$ cat config.mk
export PLATFORM = sky130hd
export DESIGN_NAME = seg_scan_driver
export DESIGN_NICKNAME = d
export VERILOG_FILES = /design/src/rtl/seg_scan_driver.sv
export SDC_FILE = /design/constraint.sdc
export NUM_CORES = 1
export LEC_CHECK = 0
export CAP_MARGIN = 20
export CORE_UTILIZATION = 55
export DETAILED_ROUTE_END_ITERATION = 6
export DONT_BUFFER_PORTS = 1
export GPL_TIMING_DRIVEN = 0
export PLACE_DENSITY_LB_ADDON = 0.1
export SETUP_SLACK_MARGIN = 0.1
export SYNTH_ARGS = -nofsm -noshare
export SYNTH_HDL_FRONTEND = slang
export SYNTH_SLANG_ARGS = --single-unit
$ cat constraint.sdc
create_clock -name Clk -period 4.78 [get_ports Clk]
set_input_delay 0.956 -clock Clk [delete_from_list [all_inputs] [get_ports Clk]]
set_output_delay 0.956 -clock Clk [all_outputs]
set_load 0.005 [all_outputs]
$ cat src/rtl/seg_scan_driver.sv
// seg_scan_driver
//   Time-multiplexed driver for a six-digit common-anode 7-segment display.
//   All six digit patterns are snapshotted once per frame so a digit never
//   tears mid-frame. Each digit slot opens with a dead-time blank. Selected
//   digits blink at the BLINK_DIV toggle rate.
//
// Ports
//   Clk        in   1  system clock
//   Rst        in   1  synchronous reset, active-high
//   i_Seg0..5  in   7  per-digit patterns, active-low, bit0=a..bit6=g, digit 0 rightmost
//   i_Blink    in   6  per-digit blink enable (live, not snapshotted)
//   o_Seg      out  7  shared segment bus, active-low
//   o_Dig      out  6  digit enables, active-low, at most one low
//   o_Frame    out  1  one-cycle pulse marking the frame snapshot
module seg_scan_driver #(
    parameter int CLK_HZ    = 50_000_000,
    parameter int SCAN_HZ   = 1_000,
    parameter int BLANK_CYC = 50,
    parameter int BLINK_DIV = CLK_HZ / 4
) (
    input  logic       Clk,
    input  logic       Rst,
    input  logic [6:0] i_Seg0,
    input  logic [6:0] i_Seg1,
    input  logic [6:0] i_Seg2,
    input  logic [6:0] i_Seg3,
    input  logic [6:0] i_Seg4,
    input  logic [6:0] i_Seg5,
    input  logic [5:0] i_Blink,
    output logic [6:0] o_Seg,
    output logic [5:0] o_Dig,
    output logic       o_Frame
);
    localparam int DIV = CLK_HZ / SCAN_HZ;
    localparam int CW  = (DIV > 1) ? $clog2(DIV) : 1;
    localparam int BW  = (BLINK_DIV > 1) ? $clog2(BLINK_DIV) : 1;
    localparam logic [CW-1:0] C_LAST  = CW'(DIV - 1);
    localparam logic [CW-1:0] C_BLANK = CW'(BLANK_CYC);
    localparam logic [BW-1:0] B_LAST  = BW'(BLINK_DIV - 1);

    if (BLANK_CYC >= DIV) begin : g_blank_check
        $error("seg_scan_driver: BLANK_CYC must be smaller than CLK_HZ/SCAN_HZ");
    end

    typedef enum logic {
        BLANK = 1'b0,
        DRIVE = 1'b1
    } state_t;

    state_t          state_q;
    state_t          state_nxt;
    logic [CW-1:0]   c_q;
    logic [CW-1:0]   c_nxt;
    logic            c_wrap;
    logic [2:0]      idx_q;
    logic [2:0]      idx_nxt;
    logic [BW-1:0]   b_q;
    logic            bp_q;
    logic            first_q;
    logic            take;
    logic [6:0]      snap_q [6];
    logic [6:0]      seg_nxt;
    logic [5:0]      dig_nxt;

    // State register
    always_ff @(posedge Clk) begin
        if (Rst) begin
            state_q <= BLANK;
        end else begin
            state_q <= state_nxt;
        end
    end

    // Next-state, slot bookkeeping and pin values for the next cycle
    always_comb begin
        c_wrap    = (c_q == C_LAST);
        c_nxt     = c_wrap ? '0 : c_q + 1'b1;
        idx_nxt   = idx_q;
        state_nxt = state_q;
        seg_nxt   = 7'h7F;
        dig_nxt   = 6'h3F;

        if (c_wrap) begin
            idx_nxt = (idx_q == 3'd5) ? 3'd0 : idx_q + 3'd1;
        end

        case (state_q)
            // With BLANK_CYC=0 this leaves BLANK straight after reset.
            BLANK:   if (c_nxt >= C_BLANK) state_nxt = DRIVE;
            DRIVE:   if (c_wrap && (BLANK_CYC != 0)) state_nxt = BLANK;
            default: state_nxt = BLANK;
        endcase

        // First cycle out of reset and every 5->0 index wrap take a snapshot.
        take = first_q || (c_wrap && (idx_q == 3'd5));

        if (state_q == DRIVE) begin
            dig_nxt = ~(6'd1 << idx_q);
            // Blink keeps the digit enabled but blanks its segments.
            if (!(bp_q && i_Blink[idx_q])) begin
                seg_nxt = snap_q[idx_q];
            end
        end
    end

    // Counters, snapshot and registered pins
    always_ff @(posedge Clk) begin
        if (Rst) begin
            c_q     <= '0;
            idx_q   <= 3'd0;
            b_q     <= '0;
            bp_q    <= 1'b0;
            first_q <= 1'b1;
            o_Seg   <= 7'h7F;
            o_Dig   <= 6'h3F;
            o_Frame <= 1'b0;
            for (int k = 0; k < 6; k++) begin
                snap_q[k] <= 7'h7F;
            end
        end else begin
            c_q     <= c_nxt;
            idx_q   <= idx_nxt;
            first_q <= 1'b0;
            if (b_q == B_LAST) begin
                b_q  <= '0;
                bp_q <= ~bp_q;
            end else begin
                b_q <= b_q + 1'b1;
            end
            if (take) begin
                snap_q[0] <= i_Seg0;
                snap_q[1] <= i_Seg1;
                snap_q[2] <= i_Seg2;
                snap_q[3] <= i_Seg3;
                snap_q[4] <= i_Seg4;
                snap_q[5] <= i_Seg5;
            end
            o_Seg   <= seg_nxt;
            o_Dig   <= dig_nxt;
            o_Frame <= take;
        end
    end

endmodule

## After elaboration in Yosys (flattened, before gate mapping)

Memory sizes are Yosys's and may differ from the RTL's. A register that Yosys moved wholly into a read port is not among the register bits.
Cells that the tools add are included.
Widths: inputs -> output; s select.

| word-level totals | value |
|---|---|
| memories kept | 1 |
| RAM bits | 42 |
| bits in registers | 53 |
| output and inout bits | 14 |

Memory list:

| name | words | bits a word | read ports | clocked after memory_dff | write ports | RTL line | source |
|---|---|---|---|---|---|---|---|
| snap_q | 6 | 7 | 1 | 1 | 6 | 61 | `logic [6:0] snap_q [6];` |

| operators by class | value |
|---|---|
| add/sub/neg operators | 3 |
| eq/ne operators | 3 |
| magnitude comparators | 2 |
| bitwise logic cells | 9 |
| reduce and logical (&&, ||, !) cells | 6 |
| shift operators | 1 |
| mux-type cells | 18 |

Operator list:

| cell | number |
|---|---|
| $mux 7 | 6 |
| $add 24x1->24 const B | 1 |
| $eq 24x24->1 const B | 1 |
| $add 16x1->16 const B | 1 |
| $eq 16x16->1 const B | 1 |
| $ge 16x6->1 const B | 1 |
| $mux 16 | 1 |
| $mux 1 | 8 |
| $not 6->6 | 1 |
| $or 1x1->1 | 6 |
| $shl 1x3->6 const A | 1 |
| $lt 3x4->1 const B | 1 |
| $reduce_or 2->1 | 2 |
| $add 3x1->3 const B | 1 |
| $bmux 1 s3 | 1 |
| $eq 3x3->1 const B | 1 |
| $mux 3 | 1 |
| $reduce_or 3->1 | 1 |
| $logic_and 1x1->1 | 2 |
| $not 1->1 | 2 |
| $pmux 1 s2 | 1 |
| $logic_or 1x1->1 | 1 |

## Depth between registers and ports, before layout

Gate-level depths: netlist of run 1.

| logic depth | value |
|---|---|
| depth after elaboration | 7 |
| gate-level depth with buffers | 8 |
| gate-level depth less buffers | 7 |

## Least setup slack after synthesis of run 1

OpenSTA, ideal clock, no wires.

| timing | value |
|---|---|
| path kind | input-to-reg |
| from | input port Rst |
| to | memory snap_q[0][0] (enable) |
| required time | 4.374 ns |
| library setup time | 0.406 ns |
| stages on the path | 3 |
| arrival | 2.513 ns |
| setup slack | 1.861 ns |
| cell sequence | clkbuf_1 -> clkbuf_1 -> nand2b_1 |

RTL lines:

| item | RTL line | source |
|---|---|---|
| from (decl) | 22 | `input logic Rst,` |
| to (decl) | 61 |  |

==> metrics, run 1 <==
RSZ-0062 raised after global routing false; port bufs 0; Setup Skew ~0.012 ns; top-area cell type share of the netlist area ~28%; asr flop ratio synth 0%; CP Data Required Time 4.84 ns; Clock Tree Root clkbuf_8; TNS Setup 0 ns; hpwl dp approximately 6200 microns; clk_lat worst skew 0.37 ns; first-pass GRT wire length roughly 15000 microns; CTS tree yes; FF+latch count, synth a little over 100; Mean Syn Cell Area 11.0 sq um; Slew @ Worst Pin 0.547 ns; Clock transition at path regs ~0.09 ns; I/O pins 64; CTS max path bufs 2; area leader, netlist edfxtp_1; hold crit path type register to register; DRC violations left 0; post-cts resize count 0; Max-Cap Viols 0; number of flops mapped to enable cells by yosys 42; Critical-path top delay cell dfxtp_1; commonest cells after routing, fill and taps aside 60 x dfxtp_1, 52 x nor2_1, 44 x or3_1; count of final setup violators 0; Crit Path Class register to register; Max Slew Vio Count 0; Avg Vias per Cell ~5.7; status complete, no violations; die area about 0.0086 sq mm; CP endpoint kind register; CP Cell Sequence buf_2 -> nor3_2 -> nand4b_1 -> nor2_4 -> a21oi_2 -> buf_6 -> nand2b_2 -> buf_12; top fanout value on the critical path 33; Total Nets Final 476; drt initial violations approximately 130; ANT cells 0; warnings from Yosys 0; H-Tree Level Count 3; CTS buffer count 9; Hold Violations, Final 0; Reg2Reg Setup Slack around 2.4 ns; layout cell share with drive strength beyond 1 12.2%; data arrival time of the critical path about 2.4 ns; Core Util, Final approximately 62%; Max Fclk approximately 430 MHz; Initial Utilization between 50% and 60%; Final GP Congestion 0.771; Netlist cell types a little under 50; Peak supply drop 156 uV; hold_buf cts 0; clock sinks between 100 and 150; Remaining Overflow, GRT 0; Core Area about 0.0078 sq mm; Syn Nets 464; Via Count approximately 3.0k; Relative slew margins 63.5%; vias in the first global route 2980; Post-Syn Instances 410; leakage 1.59 nW; final wirelength approximately 8700 microns; initial antenna violation count 1; top_reg_cell synth dfxtp_1; Post-DRT Antenna Nets 0; min Tclk post-route between 2 and 2.5 ns; Post-Syn Area about 0.0045 sq mm; Rows 32; commonest non-fill, non-tap cell in the layout dfxtp_1; P&R area growth vs syn 7.75%; startpoint type of the worst setup path register; max incr delay on CP roughly 0.31 ns; register area share after synthesis 54.6%; Global Route Usage Sum between 20 and 25%; PwrDens 317 mW/mm^2; largest net degree at the start of global routing 34; part of the cycle the worst path needs 49.2%; Chip Height slightly above 90 microns; synth top area cells edfxtp_1 28%, dfxtp_1 27%, or3_1 6.1%, nor2_1 4.3%, mux4_2 4.0%; Post-CTS Setup Inserts 0; die width slightly above 90 microns; WL/cell ~17 microns; first drt pass iteration count 4
-- power by group --
group	switching [mW]	internal (mW)	total (mW)
Clock	0.311	0.232	0.543
Combinational	0.0360	0.0251	0.0611
Sequential	0.00874	0.927	0.936
-- registers in the layout, summed over array words and instances, names as in the netlist, 3 cells and up --
name    flops
o_Dig       6
b_q        24
idx_q       3
o_Seg       7
snap_q     42
c_q        16
-- worst max-delay path, delay by kind of cell, from the launching register on --
family	cells	cell delay (ns)
compound gates	1	0.17
buf+inv	3	0.59
flops	1	0.31
simple gates	4	0.97
-- final timing paths --
check	startpoint	endpoint	cells after the start
worst max-delay path	c_q[7]$_SDFF_PP0_	snap_q[2][6]$_SDFFCE_PN1P_	8
worst min-delay path	b_q[0]$_SDFF_PP0_	b_q[0]$_SDFF_PP0_	1
worst max register to register	c_q[7]$_SDFF_PP0_	snap_q[2][6]$_SDFFCE_PN1P_	8
worst min register to register	b_q[0]$_SDFF_PP0_	b_q[0]$_SDFF_PP0_	1
-- cell type report --
cell class / instances / area [sq um]
clock buffer: 11 / 153
fill: 640 / 2950
timing repair buffer: 1 / 20.0
buffer: 23 / 129
multi-input combinational: 278 / 1890
tap: 102 / 128
clock inverter: 5 / 46.3
sequential: 102 / 2460
inverter: 7 / 26.3
-- metrics by stage --
| step | instances | hold WS [ns] | total power [mW] | area (sq um) | setup WS, ns |
|---|---|---|---|---|---|
| floorplan | 410 | 0.419 | 0.999 | 4510 | 1.86 |
| global placement | 512 | 0.459 | 1.01 | 4630 | 1.17 |
| detailed placement | 513 | 0.466 | 1.02 | 4660 | 2.09 |
| CTS | 529 | 0.489 | 1.55 | 4860 | 2.43 |
| global route | 529 | 0.512 | 1.60 | 4860 | 2.26 |
| finish | 529 | 0.482 | 1.54 | 4860 | 2.43 |
-- synth_stat cells, types with 3 or more instances --
master and number:
inv_1 6, mux4_2 8, xnor2_1 18, dfxtp_1 60, nand3_1 16, nand2_1 25
buf_6 4, clkbuf_1 9, a21oi_1 4, o21ai_0 7, xor2_1 19, nand4_1 7
ha_1 4, buf_2 10, and4_1 5, nor3_1 5, and3_1 5, a31oi_1 3
mux2i_1 11, o31ai_1 3, nor2b_1 3, or3_1 44, o211ai_1 7, edfxtp_1 42
nor2_1 52
-- layer usage --
metal	vias up	share of wire [%]	wire length, microns	GRT usage, %
li1	1490	-	-	-
met4	2	2.1	182	9.90
met3	16	4.4	381	4.60
met5	-	0.15	13	0
met2	63	50	4330	36.8
met1	1451	44	3830	28.3
-- logic make-up after synthesis --
group                      Yosys count  synth area share [%]
adders and majority gates            4                  1.11
xor gates and xnor gates            37                  7.19
muxes                               19                  6.44
DFF                                102                  54.6
AOI/OAI and AO/OA                   32                  4.78
buffers and inverters               30                  3.44
and+or+nand+nor                    186                  22.4
Power figures use the tool's default switching activity.
==> run 2: changes to the inputs <==
clock period = 2.05 ns   (was 4.78 ns; I/O delays follow)
==> run 2 against run 1 <==
  * Clock power increased by 120%
  * Total power grew 130%
  * Die area unchanged
  * Sequential share of layout area down 1.9 points
  * Critical path depth shrank 2
  * Core utilization is 2.9 points higher
  * Count of clock-buffer cells in the layout fell by 2
  * Non-clock buffer count is 9 higher
  * Largest cell class unchanged
  * Highest routed layer is now met4
==> metrics, run 2 (synthesized netlist as in run 1, its figures left out) <==
Sequential Power Share 61.2% (+0.4 points); layout cell share with drive strength beyond 1 20.0% (+7.8 points); CP endpoint kind register; DRC violations left 0 (unchanged); Total Nets Final 489 (+2.7%); RSZ-0062 raised after global routing true; CP Data Required Time 2.17 ns (-2.67 ns); status complete, no violations; Max Slew Vio Count 0 (unchanged); data arrival time of the critical path 2.06 ns (-0.36 ns); hold_buf cts 0 (unchanged); Largest Register snap_q; Avg Vias per Cell 5.76 (+0.88%); Reg2Reg Setup Slack 0.11 ns (-2.32 ns); Clock Tree Root clkbuf_8; leakage 1.70 nW (+6.7%); Rows 32 (unchanged); Critical-path top delay cell dfxtp_4; I/O pins 64 (unchanged); Post-DRT Antenna Nets 0 (unchanged); clock group share of total power 34.2% (-1.1 points); port bufs 0 (unchanged); clock sinks 102 (unchanged); largest net degree at the start of global routing 22 (-35%); count of final setup violators 0 (unchanged); worst reg2reg startpoint c_q[6]$_SDFF_PP0_; min Tclk post-route 1.94 ns (-0.412 ns); CTS buffer count 9 (unchanged); PwrDens 701 mW/mm^2 (+120%); part of the cycle the worst path needs 94.7% (+45 points); Pint 2.70 mW (+130%); register area 0.00248 sq mm (+0.86%); CTS max path bufs 2 (unchanged); CP bufs+invs 1 (-2); Placed Cells 512 (-0.19%); R2R cell count 6 (-2); hold crit path type input port to register; critical path endpoint snap_q[5][3]$_SDFFCE_PN1P_; largest registers snap_q (42), b_q (24), c_q (16); Core Area 0.00781 sq mm (unchanged); first drt pass iteration count 4 (unchanged); final wirelength 9360 microns (+7.1%); Remaining Overflow, GRT 0 (unchanged); Setup Skew 0.00982 ns (-0.00204 ns); max FFs per register 42 (unchanged); hpwl dp 6140 microns (-1.3%); Global Route Usage Sum 23.0% (+0.74 points); Hold Violations, Final 0 (unchanged); initial antenna violation count 2 (+1); Slew @ Worst Pin 0.608 ns (+0.0607 ns); commonest non-fill, non-tap cell in the layout nor2_1; R2R Path End snap_q[5][3]$_SDFFCE_PN1P_; WL/cell 17.2 microns (+4.1%); max incr delay on CP 0.40 ns (+0.09 ns); die area 0.00856 sq mm (unchanged); clk_lat worst skew 0.37 ns (about the same); fill count 627 (-2.0%); net switching fraction of the power 24.3% (+1.2 points); Multi-input gate area 0.00201 sq mm (+6.3%); Hold Path Stages 0 (-1); Peak supply drop 403 uV (+160%); Crit Path Class register to register; Max-Cap Viols 0 (unchanged); vias in the first global route 2950 (-1.0%); Chip Height 92.5 microns (unchanged); CP startpoint c_q[6]$_SDFF_PP0_; top fanout value on the critical path 6 (-82%); startpoint type of the worst setup path register; Relative slew margins 59.5% (-4.0 points); die width 92.5 microns (unchanged); Clock transition at path regs 0.10 ns (about the same); CTS tree yes; NetSw 0.868 mW (+140%); H-Tree Level Count 3 (unchanged); Levels on crit path 6 (-2); Max Fclk 515 MHz (+21%); P&R area growth vs syn 12.9%; TNS Setup 0 ns (unchanged); first-pass GRT wire length 15000 microns (+3.1%); non-filler instance count after layout 544 (+2.8%); Via Count 3135 (+3.7%); Final GP Congestion 0.796 (+3.2%); Comb power frac 4.5% (+0.5 points); CP top delay family simple AND/OR/NAND/NOR gates; Initial Utilization 57.7% (unchanged); commonest cells after routing, fill and taps aside 51 x nor2_1, 47 x dfxtp_1, 43 x or3_1; drt initial violations 85 (-33%); CP Cell Sequence nor3b_1 -> nand4b_1 -> nor2_4 -> a21oi_4 -> clkbuf_16 -> or3_1
==> run 2: worst min-delay path by stage <==
stage,from,to,slack [ns]
floorplan,idx_q[2]$_SDFFE_PP0N_,o_Dig[5]$_SDFF_PP1_,0.42
global placement,Rst,first_q$_DFF_P_,0.44
detailed placement,Rst,first_q$_DFF_P_,0.44
CTS,Rst,first_q$_DFF_P_,0.05
global route,Rst,first_q$_DFF_P_,0.04
finish,Rst,first_q$_DFF_P_,0.06
==> run 2: cell type report <==
class                           instances  share of cell area (%)
Clock inverter                          7                    1.25
Timing Repair Buffer                   10                    1.77
Tap cell                              102                    2.51
Inverter                                7                   0.517
Buffer                                 23                    3.05
Sequential cell                       102                    48.8
Multi-Input combinational cell        282                    39.5
Antenna cell                            2                  0.0984
Clock buffer                            9                    2.44
==> run 2: repair_timing <==
item,CTS,global route
gates cloned,2,4
endpoints found under the setup margin,102,91
setup buffers,4,4
pin swaps,4,4
gates resized for setup,10,32
==> run 2: metal layers <==
metal / part of all wire (%) / global-route usage [%]
met1: 46 / 32.1
met5: 0 / 0
met2: 48 / 35.9
met3: 5.8 / 5.75
met4: 0.84 / 6.25
==> run 2: power groups by stage <==
stage	Combinational [mW]	Clock [mW]	Sequential, mW
5_1_grt	0.178	1.33	2.19
4_1_cts	0.150	1.24	2.18
3_5_place_dp	0.142	0	2.23
3_3_place_gp	0.138	0	2.23
2_1_floorplan	0.107	0	2.22
6_report	0.162	1.22	2.18
==> run 2: through the flow <==
stage	util (%)	power (mW)	cell area (sq um)	hold slack, ns	worst slack [ns]
final	65.1	3.57	5090	0.0648	0.109
after global routing	65.1	3.70	5090	0.0389	0.0457
after CTS	63.0	3.58	4920	0.0499	0.101
after detailed placement	59.6	2.37	4650	0.439	-0.216
after global placement	59.6	2.37	4650	0.439	-0.215
after floorplan	-	2.33	4520	0.419	0.110
==> run 3: changes to the inputs <==
ABC_AREA = 1   (was default)
==> run 3 against run 2 <==
  * Critical path depth is 2 higher
  * Sequential power about the same
  * Wire length increased by 7.1%
  * Maximum frequency rose by 3.1%
  * Die area increased by 7.0%
  * Area after synthesis rose by 7.2%
  * Synthesized cell count up 49%
  * Final cell count up 35%
  * Final area is 3.4% higher
  * Core utilization fell by 2.1 points
  * Largest power group unchanged
  * Worst setup slack better by 0.059 ns
  * Total power fell by 0.34%
==> metrics, run 3 <==
commonest cells after routing, fill and taps aside 171 x nand2_1, 88 x inv_1, 73 x nor2_1; commonest cells in the netlist 172 x nand2_1, 89 x inv_1, 73 x nor2_1, 60 x dfxtp_1, 42 x edfxtp_1; commonest non-fill, non-tap cell in the layout nand2_1; CTS max path bufs 2 (unchanged); Clock transition at path regs 0.10 ns (about the same); Hold Path Stages 0 (unchanged); largest registers snap_q (42), b_q (24), c_q (16); I/O pins 64 (unchanged); CTS buffer count 9 (unchanged); Chip Height 95.7 microns (+3.4%); Syn Nets 663 (+43%); clock sinks 102 (unchanged); Hold Violations, Final 0 (unchanged); FF+latch count, synth 102 (unchanged); fill count 736 (+17%); Total Nets Final 678 (+39%); initial antenna violation count 0 (-2); Placed Cells 714 (+39%); Clock Tree Root clkbuf_8; worst hold slack 0.0716 ns (+0.00676 ns); Max Fclk 531 MHz (+3.1%); Reg2Reg Setup Slack 0.17 ns (+0.06 ns); vias in the first global route 3532 (+20%); WL/cell 13.7 microns (-21%); layout cell share with drive strength beyond 1 10.2% (-9.8 points); DRC violations left 0 (unchanged); ANT cells 0 (-2); die area 0.00916 sq mm (+7.0%); Initial Utilization 57.9% (+0.18 points); register area share after synthesis 51.0% (-3.7 points); R2R cell count 8 (+2); part of the cycle the worst path needs 91.8% (-2.9 points); Post-Syn Instances 609 (+49%); Remaining Overflow, GRT 0 (unchanged); port bufs 0 (unchanged); hpwl dp 7420 microns (+21%); non-filler instance count after layout 734 (+35%); Netlist cell types 38 (-22%); Post-Syn Area 0.00483 sq mm (+7.2%); P&R area growth vs syn 8.91%; max FFs per register 42 (unchanged); Mean Syn Cell Area 7.93 sq um (-28%); Largest Register snap_q; Crit Path Class register to register; hold crit path type input port to register; status complete, no violations; Relative slew margins 68.3% (+8.8 points); asr flop ratio synth 0% (unchanged); PwrDens 676 mW/mm^2 (-3.6%); first-pass GRT wire length 16200 microns (+8.2%); largest net degree at the start of global routing 43 (+95%); RSZ-0062 raised after global routing true; CTS tree yes; startpoint type of the worst setup path register; drt initial violations 167 (+96%); clk_lat worst skew 0.37 ns (about the same); first drt pass iteration count 4 (unchanged); Peak supply drop 412 uV (+2.2%); Slew @ Worst Pin 0.476 ns (-0.132 ns); Rows 33 (+3.1%); Setup Skew 0.0142 ns (+0.00441 ns); count of final setup violators 0 (unchanged); Avg Vias per Cell 5.22 (-9.4%); H-Tree Level Count 3 (unchanged); Global Route Usage Sum 23.6% (+0.52 points); Final GP Congestion 0.887 (+12%); Via Count 3833 (+22%); Core Area 0.00834 sq mm (+6.8%); number of flops mapped to enable cells by yosys 42 (unchanged); area leader, netlist edfxtp_1; die width 95.7 microns (+3.4%); Post-DRT Antenna Nets 0 (unchanged); Max Slew Vio Count 0 (unchanged); CP Data Required Time 2.16 ns (about the same); data arrival time of the critical path 1.99 ns (-0.07 ns); top fanout value on the critical path 10 (+4); hold_buf cts 0 (unchanged); top_reg_cell synth dfxtp_1; warnings from Yosys 0 (unchanged); CP endpoint kind register; most frequent cell after synthesis nand2_1; Max-Cap Viols 0 (unchanged); top-area cell type share of the netlist area 26.1% (-1.9 points); synth top area cells edfxtp_1 26%, dfxtp_1 25%, nand2_1 13%, inv_1 6.9%, nor2_1 5.7%; min Tclk post-route 1.88 ns (-0.0589 ns); leakage 2.02 nW (+19%); final wirelength 10000 microns (+7.1%)
run 3: changes by cell type in the layout (fill, tap and decap cells not counted), moves of 9 or more:
cell     delta
nand2_1   +146
inv_1      +82
or3_1      -42
nand3_1    +23
a21oi_1    +22
nor2_1     +22
xnor2_1    -16
xor2_1     -12
dfxtp_1    +11
dfxtp_2    -11
mux2i_1    -11
nand4_1     +9
run 3: per-stage QoR:
step / setup slack, ns / util [%] / area [sq um] / power [mW] / setup TNS [ns]
final: 0.168 / 63.1 / 5260 / 3.55 / 0
after global routing: 0.0737 / 63.1 / 5260 / 3.69 / 0
after CTS: 0.123 / 62.0 / 5170 / 3.58 / 0
after detailed placement: -0.0346 / 59.6 / 4970 / 2.37 / -1.39
after global placement: 0.0117 / 59.6 / 4970 / 2.36 / 0
after floorplan: 0.260 / - / 4840 / 2.33 / 0
run 3: final timing paths:
path                         startpoint                    endpoint
hold reg to reg       b_q[0]$_SDFF_PP0_           b_q[0]$_SDFF_PP0_
setup reg to reg  idx_q[2]$_SDFFE_PP0N_  snap_q[4][4]$_SDFFCE_PN1P_
setup / recovery  idx_q[2]$_SDFFE_PP0N_  snap_q[4][4]$_SDFFCE_PN1P_
hold / removal                      Rst             first_q$_DFF_P_
run 3: kinds of logic (layout without fill, tap and decap cells):
| family | after synthesis | in the layout | share of synthesized area [%] |
|---|---|---|---|
| simple gates | 343 | 343 | 32.0 |
| buf+inv | 108 | 128 | 9.25 |
| flops | 102 | 102 | 51.0 |
| compound gates | 43 | 43 | 5.05 |
| xor+xnor | 9 | 9 | 1.63 |
| fa+ha+maj | 4 | 4 | 1.04 |
run 3: area by class of cell:
| type | count | area (sq um) | share of cell area (%) |
|---|---|---|---|
| Sequential cell | 102 | 2470 | 47.0 |
| Timing Repair Buffer | 4 | 47.5 | 0.904 |
| Multi-Input combinational cell | 399 | 1960 | 37.3 |
| Buffer | 13 | 96.3 | 1.83 |
| Tap cell | 105 | 131 | 2.50 |
| Clock buffer | 10 | 128 | 2.43 |
| Inverter | 95 | 360 | 6.85 |
| Clock inverter | 6 | 62.6 | 1.19 |
run 3: per-layer routing:
metal  track usage (%)  up-vias  wire (microns)
met1              32.4     1771            4900
met4              6.84        0              81
li1                  -     1963               -
met5                 0        -               0
met3              4.42        8             505
met2              38.0       91            4540
run 3: power by group:
group	total (mW)	internal, mW	switching (mW)
combinational	0.152	0.0572	0.0946
clock	1.22	0.479	0.740
sequential	2.18	2.16	0.0203
total	3.55	2.70	0.854
run 3: timing repair:
action,4_1_cts,5_1_grt
pin swaps,0,1
endpoints found under the setup margin,47,85
setup buffers,0,3
resized for setup,4,9
gates cloned,0,1
run 3: critical path: stages (launching register included):
cell,delay (ns)
dfxtp_1,0.33
clkbuf_4,0.21
clkinvlp_4,0.18
nor2_4,0.18
a31o_1,0.18
inv_2,0.09
nor2_8,0.21
buf_6,0.16
nand2_1,0.08
